[src/rtl/bios_sink_pkg.sv]
// rtl/bios_sink_pkg.sv - shared state enum, defaults and memory request type for bios_sink
package bios_sink_pkg;

  localparam int unsigned WORDS_DEF      = 8192;
  localparam int unsigned FIFO_DEPTH_DEF = 8;
  localparam int unsigned MEM_AW         = 21;
  localparam logic [MEM_AW-1:0] BASE_ADDR_DEF = 21'h07_E000;

  typedef enum logic [1:0] {
    IDLE  = 2'd0,
    LOAD  = 2'd1,
    DRAIN = 2'd2,
    DONE  = 2'd3
  } state_e;

  typedef struct packed {
    logic [MEM_AW-1:0] addr;
    logic [15:0]       data;
  } mem_req_t;

  function automatic logic [MEM_AW-1:0] word_addr(input logic [MEM_AW-1:0] base,
                                                  input logic [12:0] idx);
    return base + {{(MEM_AW-13){1'b0}}, idx};
  endfunction

endpackage

[src/rtl/bios_sink_fifo.sv]
// rtl/bios_sink_fifo.sv - single-clock synchronous word FIFO with occupancy level
module bios_sink_fifo #(
  parameter int unsigned WIDTH = 37,
  parameter int unsigned DEPTH = 8
) (
  input  logic                       clk_i,
  input  logic                       rst_ni,
  input  logic                       push_i,
  input  logic [WIDTH-1:0]           push_data_i,
  input  logic                       pop_i,
  output logic [WIDTH-1:0]           head_o,
  output logic                       full_o,
  output logic                       empty_o,
  output logic [$clog2(DEPTH):0]     level_o
);

  localparam int unsigned AW = $clog2(DEPTH);
  localparam int unsigned LW = AW + 1;

  logic [WIDTH-1:0] mem_q [DEPTH];
  logic [AW-1:0]    wr_ptr_q, rd_ptr_q;
  logic [LW-1:0]    level_q;

  assign head_o  = mem_q[rd_ptr_q];
  assign full_o  = (level_q == LW'(DEPTH));
  assign empty_o = (level_q == '0);
  assign level_o = level_q;

  always_ff @(posedge clk_i or negedge rst_ni) begin
    if (!rst_ni) begin
      wr_ptr_q <= '0;
      rd_ptr_q <= '0;
      level_q  <= '0;
    end else begin
      if (push_i) wr_ptr_q <= wr_ptr_q + AW'(1);
      if (pop_i)  rd_ptr_q <= rd_ptr_q + AW'(1);
      level_q <= level_q + LW'(push_i) - LW'(pop_i);
    end
  end

  // Storage needs no reset: only entries behind a valid level are ever read.
  always_ff @(posedge clk_i) begin
    if (push_i) mem_q[wr_ptr_q] <= push_data_i;
  end

  always_ff @(posedge clk_i) begin
    if (rst_ni) assert (!(push_i && full_o && !pop_i));
  end

endmodule

[src/rtl/bios_sink.sv]
// rtl/bios_sink.sv - BIOS word sink: dedups source strobes, buffers, writes image to memory
// Optional running checksum of accepted words under BIOS_SINK_CHECKSUM_EN.
module bios_sink
  import bios_sink_pkg::*;
#(
  parameter int unsigned       WORDS      = WORDS_DEF,
  parameter int unsigned       FIFO_DEPTH = FIFO_DEPTH_DEF,
  parameter logic [MEM_AW-1:0] BASE_ADDR  = BASE_ADDR_DEF
) (
  input  logic              clk_sdr,
  input  logic              reset_n,
  output logic              bios_req,
  input  logic [12:0]       bios_addr,
  input  logic [15:0]       bios_din,
  input  logic              bios_wr,
  output logic [MEM_AW-1:0] mem_addr,
  output logic [15:0]       mem_dout,
  output logic              mem_valid,
  input  logic              mem_ready,
  output logic              bios_loaded,
  output logic              err_seq
`ifdef BIOS_SINK_CHECKSUM_EN
  ,
  output logic [15:0]       bios_sum,
  input  logic [15:0]       sum_expect,
  output logic              sum_ok
`endif
);

  localparam int unsigned LW = $clog2(FIFO_DEPTH) + 1;

  state_e      state_q, state_d;
  logic        bios_req_q, bios_req_d;
  logic        wr_prev_q;
  logic        have_last_q;
  logic [12:0] last_addr_q;
  logic [12:0] exp_addr_q;
  logic [13:0] count_q, count_d;
  logic        err_seq_q, err_seq_d;
  logic        loaded_q;
  mem_req_t    out_q, out_d;
  logic        mem_valid_q, mem_valid_d;

  logic        accept;
  logic        fifo_pop, fifo_full, fifo_empty;
  logic [LW-1:0] fifo_level, level_next;
  mem_req_t    push_word, head_word;

  // A held strobe re-presents the same word; only a fresh strobe or a new address counts.
  assign accept = (state_q == LOAD) && bios_req_q && bios_wr &&
                  (!wr_prev_q || !have_last_q || (bios_addr != last_addr_q));

  assign push_word.addr = word_addr(BASE_ADDR, bios_addr);
  assign push_word.data = bios_din;

  assign count_d    = count_q + 14'(accept);
  assign fifo_pop   = !fifo_empty && (!mem_valid_q || mem_ready);
  assign level_next = fifo_level + LW'(accept) - LW'(fifo_pop);
  assign err_seq_d  = err_seq_q || (accept && (bios_addr != exp_addr_q));

  bios_sink_fifo #(
    .WIDTH ($bits(mem_req_t)),
    .DEPTH (FIFO_DEPTH)
  ) u_fifo (
    .clk_i       (clk_sdr),
    .rst_ni      (reset_n),
    .push_i      (accept),
    .push_data_i (push_word),
    .pop_i       (fifo_pop),
    .head_o      (head_word),
    .full_o      (fifo_full),
    .empty_o     (fifo_empty),
    .level_o     (fifo_level)
  );

  always_comb begin
    state_d     = state_q;
    mem_valid_d = mem_valid_q;
    out_d       = out_q;

    case (state_q)
      IDLE:    state_d = LOAD;
      LOAD:    if (count_d == 14'(WORDS)) state_d = DRAIN;
      DRAIN:   if (fifo_empty && !mem_valid_q) state_d = DONE;
      default: state_d = DONE;
    endcase

    // Looking at next-cycle occupancy keeps one free slot for the word a source may present
    // in the same cycle bios_req is seen high.
    bios_req_d = (state_d == LOAD) && !fifo_full && (level_next <= LW'(FIFO_DEPTH - 2));

    if (fifo_pop) begin
      mem_valid_d = 1'b1;
      out_d       = head_word;
    end else if (mem_ready) begin
      mem_valid_d = 1'b0;
    end
  end

  always_ff @(posedge clk_sdr or negedge reset_n) begin
    if (!reset_n) begin
      state_q     <= IDLE;
      bios_req_q  <= 1'b0;
      wr_prev_q   <= 1'b0;
      have_last_q <= 1'b0;
      last_addr_q <= '0;
      exp_addr_q  <= '0;
      count_q     <= '0;
      err_seq_q   <= 1'b0;
      loaded_q    <= 1'b0;
      out_q       <= '0;
      mem_valid_q <= 1'b0;
    end else begin
      state_q    <= state_d;
      bios_req_q <= bios_req_d;
      wr_prev_q  <= bios_wr;
      if (accept) begin
        have_last_q <= 1'b1;
        last_addr_q <= bios_addr;
        exp_addr_q  <= exp_addr_q + 13'd1;
      end
      count_q     <= count_d;
      err_seq_q   <= err_seq_d;
      loaded_q    <= loaded_q || (state_d == DONE);
      out_q       <= out_d;
      mem_valid_q <= mem_valid_d;
    end
  end

  assign bios_req    = bios_req_q;
  assign mem_addr    = out_q.addr;
  assign mem_dout    = out_q.data;
  assign mem_valid   = mem_valid_q;
  assign bios_loaded = loaded_q;
  assign err_seq     = err_seq_q;

`ifdef BIOS_SINK_CHECKSUM_EN
  logic [15:0] sum_q;
  logic        sum_ok_q;

  always_ff @(posedge clk_sdr or negedge reset_n) begin
    if (!reset_n) begin
      sum_q    <= '0;
      sum_ok_q <= 1'b0;
    end else begin
      if (accept) sum_q <= sum_q + bios_din;
      sum_ok_q <= (state_q == DONE) && (sum_q == sum_expect);
    end
  end

  assign bios_sum = sum_q;
  assign sum_ok   = sum_ok_q;
`endif

endmodule

[config.mk]
export PLATFORM = sky130hd
export DESIGN_NAME = bios_sink
export DESIGN_NICKNAME = d
export VERILOG_FILES = /design/src/rtl/bios_sink_pkg.sv /design/src/rtl/bios_sink_fifo.sv /design/src/rtl/bios_sink.sv
export SDC_FILE = /design/constraint.sdc
export NUM_CORES = 1
export LEC_CHECK = 0
export BUFFER_PORTS_ARGS = -buffer_cell sky130_fd_sc_hd__buf_4
export CAP_MARGIN = 20
export CELL_PAD_IN_SITES_DETAIL_PLACEMENT = 1
export CELL_PAD_IN_SITES_GLOBAL_PLACEMENT = 1
export CORE_ASPECT_RATIO = 0.5
export CORE_UTILIZATION = 55
export CTS_CLUSTER_SIZE = 10
export DETAILED_ROUTE_END_ITERATION = 8
export GPL_TIMING_DRIVEN = 0
export MAX_ROUTING_LAYER = met4
export PLACE_DENSITY_LB_ADDON = 0.1
export SYNTH_ARGS = -nofsm -noshare
export SYNTH_HDL_FRONTEND = slang
export SYNTH_SLANG_ARGS = --single-unit
[constraint.sdc]
create_clock -name clk_sdr -period 14.7 [get_ports clk_sdr]
set_clock_uncertainty 0.15 [all_clocks]
set_input_delay 2.94 -clock clk_sdr [delete_from_list [all_inputs] [get_ports clk_sdr]]
set_output_delay 2.94 -clock clk_sdr [all_outputs]
set_load 0.005 [all_outputs]
==> results of run 1 <==
## cells by family (layout without fill, tap and decap cells)
group | after synthesis | after routing | synth area share
flip-flops | 320 | 320 | 0.714
AND/OR/NAND/NOR | 119 | 119 | 0.0487
multiplexers | 103 | 103 | 0.143
buffers and inverters | 62 | 228 | 0.0253
XOR/XNOR | 52 | 52 | 0.0355
AO/OA/AOI/OAI | 47 | 47 | 0.0208
adder cells (fa/ha/maj) | 12 | 12 | 0.0123
other | 1 | 2 | 0.000292
## metrics by stage
| stage | cell area, sq um | utilization |
|---|---|---|
| after floorplan | 12800 | - |
| after global placement | 13800 | 0.602 |
| after detailed placement | 14100 | 0.616 |
| after CTS | 15100 | 0.661 |
| after global routing | 15100 | 0.662 |
| final | 15100 | 0.662 |
## cells in the mapped netlist, types with 11 or more instances
| cell | n |
|---|---|
| sky130_fd_sc_hd__edfxtp_1 | 232 |
| sky130_fd_sc_hd__dfrtp_1 | 88 |
| sky130_fd_sc_hd__mux4_2 | 58 |
| sky130_fd_sc_hd__xor2_1 | 38 |
| sky130_fd_sc_hd__a21oi_1 | 32 |
| sky130_fd_sc_hd__nor2_1 | 30 |
| sky130_fd_sc_hd__mux2i_1 | 29 |
| sky130_fd_sc_hd__inv_1 | 20 |
| sky130_fd_sc_hd__nor4_1 | 20 |
| sky130_fd_sc_hd__clkbuf_1 | 19 |
| sky130_fd_sc_hd__nand2_1 | 17 |
| sky130_fd_sc_hd__mux2_4 | 15 |
| sky130_fd_sc_hd__xnor2_1 | 14 |
| sky130_fd_sc_hd__nand3_1 | 12 |
| sky130_fd_sc_hd__ha_1 | 11 |
## per-layer routing
metal  track usage  part of all wire  routed length, microns  vias up
li1              -                 -                       -     3052
met2         0.458              0.51                   15500      189
met3        0.0488             0.046                    1400       50
met1         0.352              0.43                   13100     3728
met5             -                 0                       0        -
met4        0.0734             0.015                     471        0
## area by class of cell
| type | count | share of cell area |
|---|---|---|
| multi-input combinational | 335 | 0.224 |
| buffer | 41 | 0.0159 |
| timing repair buffer | 101 | 0.0538 |
| tap | 307 | 0.0254 |
| clock inverter | 2 | 0.00116 |
| inverter | 21 | 0.00555 |
| clock buffer | 63 | 0.0677 |
| sequential | 320 | 0.607 |
## report_power, final
part	internal (mW)	switching (mW)	leakage (nW)
Clock	0.472	0.349	0.496
Combinational	0.401	0.426	2.03
Sequential	1.12	0.0840	3.14
Total	1.99	0.859	5.67
## path summary, 6_finish.rpt
path,to,cells after the start,slack (ns),startpoint
min in group asynchronous,mem_dout[15],1,2.21,reset_n
min reg2reg,err_seq,1,0.32,err_seq
max reg2reg,bios_req,15,10.72,last_addr_q[10]
min,err_seq,1,0.32,err_seq
max in group asynchronous,u_fifo.wr_ptr_q[0],2,11.46,reset_n
max,bios_req,16,8.54,bios_addr[0]
## flip-flops by register name, indices dropped and copies added (netlist names), 3 cells and up
name	count
count_q	14
exp_addr_q	13
last_addr_q	13
mem_addr	14
mem_dout	16
u_fifo.level_o	4
u_fifo.mem_q	232
u_fifo.rd_ptr_q	3
u_fifo.wr_ptr_q	3
## worst max-delay path, cell delays in order
cell and delay, ns:
sky130_fd_sc_hd__buf_4 0.16, sky130_fd_sc_hd__xor2_1 0.16, sky130_fd_sc_hd__nor4_1 0.33, sky130_fd_sc_hd__and4_1 0.26
sky130_fd_sc_hd__buf_6 0.13, sky130_fd_sc_hd__or2_1 0.11, sky130_fd_sc_hd__buf_6 0.17, sky130_fd_sc_hd__inv_6 0.05
sky130_fd_sc_hd__buf_12 0.15, sky130_fd_sc_hd__ha_1 0.21, sky130_fd_sc_hd__ha_1 0.23, sky130_fd_sc_hd__nand2_1 0.17
sky130_fd_sc_hd__nor3_1 0.12, sky130_fd_sc_hd__or3_1 0.33, sky130_fd_sc_hd__a2111oi_1 0.63, sky130_fd_sc_hd__a211oi_1 0.20
## cells in the final DEF (no fill, tap or decap), types with 2 or more instances in the layout
| cell type | netlist | layout |
|---|---|---|
| sky130_fd_sc_hd__a211oi_1 | 2 | 2 |
| sky130_fd_sc_hd__a21o_1 | 3 | 3 |
| sky130_fd_sc_hd__a21oi_1 | 32 | 32 |
| sky130_fd_sc_hd__and3_1 | 5 | 5 |
| sky130_fd_sc_hd__and4_2 | 0 | 2 |
| sky130_fd_sc_hd__buf_1 | 3 | 3 |
| sky130_fd_sc_hd__buf_12 | 2 | 3 |
| sky130_fd_sc_hd__buf_2 | 7 | 7 |
| sky130_fd_sc_hd__buf_4 | 8 | 101 |
| sky130_fd_sc_hd__buf_6 | 2 | 8 |
| sky130_fd_sc_hd__clkbuf_1 | 19 | 45 |
| sky130_fd_sc_hd__clkbuf_16 | 0 | 37 |
| sky130_fd_sc_hd__conb_1 | 1 | 2 |
| sky130_fd_sc_hd__dfrtp_1 | 88 | 88 |
| sky130_fd_sc_hd__edfxtp_1 | 232 | 232 |
| sky130_fd_sc_hd__ha_1 | 11 | 11 |
| sky130_fd_sc_hd__inv_1 | 20 | 20 |
| sky130_fd_sc_hd__inv_6 | 1 | 3 |
| sky130_fd_sc_hd__mux2_4 | 15 | 15 |
| sky130_fd_sc_hd__mux2i_1 | 29 | 29 |
| sky130_fd_sc_hd__mux4_2 | 58 | 58 |
| sky130_fd_sc_hd__nand2_1 | 17 | 17 |
| sky130_fd_sc_hd__nand3_1 | 12 | 12 |
| sky130_fd_sc_hd__nand4_1 | 7 | 7 |
| sky130_fd_sc_hd__nor2_1 | 30 | 30 |
| sky130_fd_sc_hd__nor3_1 | 8 | 6 |
| sky130_fd_sc_hd__nor3_2 | 0 | 2 |
| sky130_fd_sc_hd__nor4_1 | 20 | 16 |
| sky130_fd_sc_hd__nor4_2 | 0 | 4 |
| sky130_fd_sc_hd__o21ai_0 | 4 | 4 |
| sky130_fd_sc_hd__o31ai_1 | 3 | 3 |
| sky130_fd_sc_hd__or3_1 | 4 | 4 |
| sky130_fd_sc_hd__or4_1 | 3 | 3 |
| sky130_fd_sc_hd__xnor2_1 | 14 | 14 |
| sky130_fd_sc_hd__xor2_1 | 38 | 38 |
==> flow_summary.yaml, run 1 <==
run_status:
  status: "finished clean"
sta:
  whs_ns: 0.320
  slew_at_the_pin_closest_to_its_max_slew_limit_ns: 0.968
  smallest_setup_slack_after_layout_ns: 8.54
  achievable-frequency_mhz: 162
  finalSetupTns_ns: 0
  slew_headroom: 0.354
  slew_viol_final: 0
  layout_worst_path_cycle_share: 0.419
  final-setup-viol-count: 0
  final_period_minus_worst_setup_slack_ns: 6.16
  final-hold-violation-count: 0
  rsz0062_at_grt: "no"
cells_and_area:
  multi_input_comb_area_sq_um: 3380
  drive_gt1_frac: 0.276
  insertedDiodeCount: 0
  nFillCells: 1983
  design.final.nets: 902
  area.sequential_sq_um: 9170
  final-instance-count-excl-fill: 1190
  flow.area_growth_from_synthesis_pct: 17.8
synth:
  synthFlopType: "sky130_fd_sc_hd__edfxtp_1"
  yosys_register_bits: 320
  ys.warnings.count: 0
  synth_top_area_cell: "sky130_fd_sc_hd__edfxtp_1"
  synth_area_leaders: "sky130_fd_sc_hd__edfxtp_1, sky130_fd_sc_hd__dfrtp_1, sky130_fd_sc_hd__mux4_2"
  async_flop_share: 0.275
  synth_area_per_cell_sq_um: 17.9
  sequential_area_share_after_synthesis: 0.714
  synthDistinctLibCells: 47
  yosys.area.top_type_share: 0.543
  synth-edff-count: 232
  synthesized_instance_count: 716
  synthesis.area_sq_um: 12800
cts:
  cts_tree: "yes"
  number_of_h_tree_branching_levels: 2
  ctsHoldBuffers: 0
  clk_root_buf: "sky130_fd_sc_hd__clkbuf_16"
  post-cts-setup-buffers: 0
  path_clk_slew_ns: 0.06
  numClockSinks: 320
  cts-root-to-sink-buffers: 3
  ctsResizeCount: 0
  clk_latency_ns: 0.52
  numCtsBuffers: 37
routing:
  firstDrtPassIters: 7
  vias_per_cell: 5.90
  drtIter0Drc: 477
  vias: 7019
  drc_errors: 0
  postRouteAntennaNets: 0
  drt_wl_total_mm: 30.5
  wl_per_cell_microns: 25.6
die:
  floorplan.rows: 39
  die_h_microns: 110
  die_area_sq_um: 24000
  fp.coreArea_sq_um: 22800
  pin_count: 74
  die_width_microns: 218
  initial_utilization: 0.562
pwr:
  power_density_nw_per_um2: 188
  p_total_mw: 2.85
  standby_leakage_power_nw: 5.67
  vdd_drop_max_v: 0.0000865
placed_design:
  post-dp-hpwl_mm: 19.5
  placement.setup.worst_slack_ns: 7.98
  placement.io_buffers: 71
  gp_congestion: 0.771
  placed_cells: 1124
grt:
  grt.total_usage: 0.274
  antenna_found_initial: 0
  gr-total-overflow: 0
  grt_max_degree: 65
  grt_first_pass_wirelength_mm: 45.9
  grt_pass1_vias: 7582
setup_path:
  cp-start-kind: "primary input"
  crit_required_ns: 14.89
  critPathKind: "primary input to flop"
  worst_setup_path_end_kind: "flop"
  crit_arrival_ns: 6.35
  crit_fanout: 11
worst_hold_path:
  worstHoldPathType: "flop to flop"
job:
  max-cap-violations: 0
Note: power is estimated with default switching activity, not from simulation.
==> run 2: changes to the inputs <==
- CORE_UTILIZATION: 55 -> 52
- clock period: 14.7 -> 6 ns (I/O delays scaled with it)
==> run 2 against run 1 <==
Cell area increased by 0.53%. Count of clock-buffer cells in the layout unchanged. Utilization decreased by 3.2 points.
==> flow_summary.yaml, run 2 (synthesis gave the netlist of run 1 again) <==
routing:
  vias_per_cell: 5.66
  postRouteAntennaNets: 0
  vias: 6892
  firstDrtPassIters: 5
  drt_wl_total_mm: 29.4
  wl_per_cell_microns: 24.2
  drtIter0Drc: 508
  drc_errors: 0
die:
  pin_count: 74
  die_width_microns: 224
  die_area_sq_um: 25400
  fp.coreArea_sq_um: 24100
  floorplan.rows: 40
  initial_utilization: 0.532
  die_h_microns: 113
worst_hold_path:
  worst_hold_startpoint: "err_seq"
  min_delay_worst_endpoint: "err_seq"
  worstHoldPathType: "flop to flop"
  timing.hold.worst_path_depth: 1
pwr:
  netSwitchingPower_mw: 2.05
  standby_leakage_power_nw: 5.68
  internal_power_mw: 4.90
  clock_power_share: 0.292
  combinationalPowerShare: 0.287
  vdd_drop_max_v: 0.000209
  p_total_mw: 6.95
  switching_share: 0.295
  power_density_nw_per_um2: 457
  seq_power_share: 0.421
sta:
  final-hold-violation-count: 0
  rsz0062_at_grt: "no"
  final-setup-viol-count: 0
  layout_worst_path_cycle_share: 0.742
  slew_viol_final: 0
  whs_ns: 0.316
  final_period_minus_worst_setup_slack_ns: 4.45
  finalSetupTns_ns: 0
  slew_at_the_pin_closest_to_its_max_slew_limit_ns: 0.956
  achievable-frequency_mhz: 225
  slew_headroom: 0.363
placed_design:
  gp_congestion: 0.761
  placement.io_buffers: 71
  placement.cell_area_sq_um: 14100
  post-dp-hpwl_mm: 19.3
cells_and_area:
  fin_util: 0.630
  layout.cells.most_common_list: "sky130_fd_sc_hd__edfxtp_1, sky130_fd_sc_hd__buf_4, sky130_fd_sc_hd__dfrtp_1"
  nFillCells: 2151
  multi_input_comb_area_sq_um: 3380
  flow.area_growth_from_synthesis_pct: 18.4
  design.final.nets: 902
  top_register: "u_fifo.mem_q"
  drive_gt1_frac: 0.277
  area.sequential_sq_um: 9170
  largest_register_ffs: 232
  finalInstanceArea_sq_um: 15200
  insertedDiodeCount: 0
  leading_cell_type_in_the_layout_fill_and_taps_excluded: "sky130_fd_sc_hd__edfxtp_1"
job:
  max-cap-violations: 0
grt:
  antenna_found_initial: 0
  grt_pass1_vias: 7554
  grt_first_pass_wirelength_mm: 45.3
  grt.total_usage: 0.252
  grt_max_degree: 66
  gr-total-overflow: 0
cts:
  cts_tree: "yes"
  numCtsBuffers: 37
  numClockSinks: 320
  path_clk_slew_ns: 0.06
  clk_latency_ns: 0.51
  post-cts-setup-buffers: 0
  cts-root-to-sink-buffers: 3
  number_of_h_tree_branching_levels: 2
  clk_root_buf: "sky130_fd_sc_hd__clkbuf_16"
  ctsHoldBuffers: 0
  ctsResizeCount: 0
setup_path:
  timing.rr.end: "bios_req"
  r2r_slack_ns: 1.98
  rr_worst_depth: 15
  worst_setup_path_end_kind: "flop"
  critical_path.reg2reg.startpoint: "last_addr_q[11]"
  cp-start-kind: "primary input"
  crit_arrival_ns: 4.65
  critPathKind: "primary input to flop"
  crit_required_ns: 6.20
  crit_fanout: 11
run_status:
  status: "finished clean"
[run 2: worst max-delay path by stage]
stage / slack, ns / cells after the start / endpoint / from
2_1_floorplan: 0.45 / 7 / u_fifo.mem_q[1][0] / bios_addr[3]
3_3_place_gp: -3.12 / 8 / u_fifo.mem_q[2][5] / bios_addr[3]
3_5_place_dp: 0.97 / 16 / bios_req / bios_addr[11]
4_1_cts: 1.51 / 16 / bios_req / bios_addr[11]
5_1_grt: 1.40 / 16 / bios_req / bios_addr[11]
6_report: 1.55 / 16 / bios_req / bios_addr[11]
[run 2: power groups by stage]
| stage | clock [mW] | sequential (mW) | combinational, mW |
|---|---|---|---|
| 6_report | 2.03 | 2.93 | 1.99 |
| 5_1_grt | 2.15 | 2.96 | 2.16 |
| 4_1_cts | 2.07 | 2.93 | 2.03 |
| 3_5_place_dp | 0 | 2.97 | 2.01 |
| 3_3_place_gp | 0 | 2.96 | 1.90 |
| 2_1_floorplan | 0 | 2.93 | 1.31 |
[run 2: worst max-delay path, cell delays in order]
cell                        delay (ns)
sky130_fd_sc_hd__buf_4            0.16
sky130_fd_sc_hd__xor2_1           0.15
sky130_fd_sc_hd__nor4_1           0.37
sky130_fd_sc_hd__and4_1           0.29
sky130_fd_sc_hd__buf_6            0.13
sky130_fd_sc_hd__or2_1            0.11
sky130_fd_sc_hd__buf_6            0.17
sky130_fd_sc_hd__inv_6            0.05
sky130_fd_sc_hd__buf_12           0.15
sky130_fd_sc_hd__ha_1             0.19
sky130_fd_sc_hd__ha_1             0.22
sky130_fd_sc_hd__nand2_1          0.17
sky130_fd_sc_hd__nor3_1           0.12
sky130_fd_sc_hd__or3_1            0.32
sky130_fd_sc_hd__a2111oi_1        0.67
sky130_fd_sc_hd__a211oi_1         0.19
[run 2: area by class of cell]
| cell class | count | area share |
|---|---|---|
| well taps | 336 | 0.0277 |
| flip-flops and latches | 320 | 0.603 |
| repair buffers | 101 | 0.0551 |
| plain buffers | 41 | 0.0158 |
| multi-input cells | 335 | 0.223 |
| clock inverters | 1 | 0.00107 |
| inverters | 21 | 0.00552 |
| clock buffers | 63 | 0.0688 |
[run 2: layer usage]
layer,GRT usage,share of wire,routed length [microns],vias up
met5,-,0,0,-
met4,0.0531,0.013,380,0
li1,-,-,-,3039
met1,0.350,0.46,13400,3636
met2,0.400,0.49,14300,174
met3,0.0413,0.043,1260,43
[run 2: per-stage QoR]
step	std cells	worst slack, ns
floorplan	717	0.449
global placement	1124	-3.12
detailed placement	1154	0.968
CTS	1218	1.51
global route	1218	1.40
finish	1218	1.55
==> run 3: changes to the inputs <==
- CORE_UTILIZATION: 52 -> 47
- clock period: 6 -> 3.6 ns (I/O delays scaled with it)
==> run 3 against run 2 <==
Utilization shrank 5.4 points. Cell area grew 0.93%. Register-to-register slack lost 1.8 ns. Global-route usage shrank 3.0 points. Sequential share of layout area shrank 0.56 points. Critical path type is now flop to flop.
==> flow_summary.yaml, run 3 (synthesis gave the netlist of run 1 again) <==
setup_path:
  worst_setup_path_end_kind: "flop"
  crit_required_ns: 3.83
  cp-start-kind: "flop"
  crit_arrival_ns: 3.66
  crit_path_cell_trace: "xnor2_1 > and3_1 > and4_1 > buf_6 > or2_4 > buf_8 > inv_6 > buf_12 > ha_2 > ha_4 > nand2_4 > nor4_2 > xor2_1 > a2111oi_4 > a211oi_2"
  critical-path-top-delay-family: "simple AND/OR/NAND/NOR gates"
  critical_path.n_buffers_inverters: 4
  crit_fanout: 11
  rr_worst_depth: 15
  worst_path_largest_cell_delay_ns: 0.42
  critPathKind: "flop to flop"
  timing.critical_path.depth: 15
  critPathSlowestCell: "sky130_fd_sc_hd__a2111oi_4"
routing:
  drtIter0Drc: 412
  drc_errors: 0
  top_layer: "met4"
  vias: 6796
  wl_met1_mm: 13.5
  met3RoutedLength_mm: 1.14
  wl_met2_mm: 13.7
  firstDrtPassIters: 4
  vias_per_cell: 5.55
  postRouteAntennaNets: 0
  wl_per_cell_microns: 23.5
  drt_wl_total_mm: 28.7
placed_design:
  gp_congestion: 0.768
  placement.cell_area_sq_um: 14200
  post-dp-hpwl_mm: 18.6
  placement.io_buffers: 71
cts:
  numCtsBuffers: 37
  cts-root-to-sink-buffers: 3
  cts_tree: "yes"
  number_of_h_tree_branching_levels: 2
  clk_latency_ns: 0.52
  numClockSinks: 320
  clk_root_buf: "sky130_fd_sc_hd__clkbuf_16"
  path_clk_slew_ns: 0.06
sta:
  final_period_minus_worst_setup_slack_ns: 3.43
  layout_worst_path_cycle_share: 0.952
  achievable-frequency_mhz: 292
  slew_headroom: 0.333
  final-hold-violation-count: 0
  whs_ns: 0.0121
  slew_at_the_pin_closest_to_its_max_slew_limit_ns: 0.993
  final-setup-viol-count: 0
  slew_viol_final: 0
pwr:
  standby_leakage_power_nw: 5.69
  vdd_drop_max_v: 0.000329
  power_density_nw_per_um2: 756
grt:
  antenna_found_initial: 0
  grt_max_degree: 61
  gr-total-overflow: 0
  grt_pass1_vias: 7342
  grt_first_pass_wirelength_mm: 44.5
  grt.total_usage: 0.223
die:
  floorplan.rows: 42
  die_area_sq_um: 28000
  die_width_microns: 236
  die_h_microns: 119
  initial_utilization: 0.482
  pin_count: 74
  fp.coreArea_sq_um: 26600
cells_and_area:
  flow.area_growth_from_synthesis_pct: 19.5
  design.final.nets: 894
  layout.cells.most_common_list: "sky130_fd_sc_hd__edfxtp_1, sky130_fd_sc_hd__dfrtp_1, sky130_fd_sc_hd__buf_4"
  leading_cell_type_in_the_layout_fill_and_taps_excluded: "sky130_fd_sc_hd__edfxtp_1"
  finalInstanceArea_sq_um: 15300
  insertedDiodeCount: 0
  nFillCells: 2416
  top_register: "u_fifo.mem_q"
  drive_gt1_frac: 0.290
  largest_register_ffs: 232
job:
  max-cap-violations: 0
run_status:
  status: "finished clean"
worst_hold_path:
  worstHoldPathType: "primary input to asynchronous set/reset pin"
## run 3: cell count changes in the layout (fill, tap and decap cells not counted), sizes merged
cell	before	now
buf	123	115
inv	21	23
clkinv	1	0
clkbuf	82	80
## run 3: worst paths after layout
kind | from | end | slack [ns]
max | last_addr_q[3] | bios_req | 0.17
min | reset_n | mem_dout[5] | 0.01
max reg2reg | last_addr_q[3] | bios_req | 0.17
min reg2reg | have_last_q | have_last_q | 0.31
max in group asynchronous | reset_n | exp_addr_q[8] | 2.54
min in group clk_sdr | bios_wr | wr_prev_q | 0.18
## run 3: repair_timing
item,in CTS,in global routing
resized for setup,9,17
cloned,0,0
buffers inserted,1,2
setup endpoints to repair,6,3
hold buffers,0,0
pin swaps,3,7
## run 3: final cells by class
cell class | count | area [sq um] | share of cell area
flip-flops and latches | 320 | 9170 | 0.598
multi-input cells | 335 | 3530 | 0.230
clock buffers | 61 | 1020 | 0.0663
repair buffers | 93 | 830 | 0.0541
well taps | 352 | 440 | 0.0287
plain buffers | 41 | 248 | 0.0162
inverters | 21 | 83.8 | 0.00547
clock inverters | 2 | 17.5 | 0.00114
## run 3: power by group
group          switching [mW]  leakage, nW  internal (mW)
logic                    1.70         2.06           1.68
registers               0.329         3.14           4.56
clock network            1.40        0.493           1.92
total                    3.43         5.69           8.16
## run 3: per-stage QoR
step	TNS, ns	setup slack, ns	power, mW	instances	util
CTS	0	0.0326	11.7	1223	0.572
global placement	-473.07	-3.18	8.10	1140	0.519
finish	0	0.172	11.6	1225	0.576
global route	-0.000554	-0.000554	12.2	1225	0.576
detailed placement	-3.37	-0.784	8.30	1159	0.532
floorplan	-68.65	-0.695	7.09	717	-
## run 3: layer usage
metal	GRT usage	vias up
li1	-	3031
met5	-	-
met1	0.309	3588
met2	0.349	140
met3	0.0387	37
met4	0.0511	0
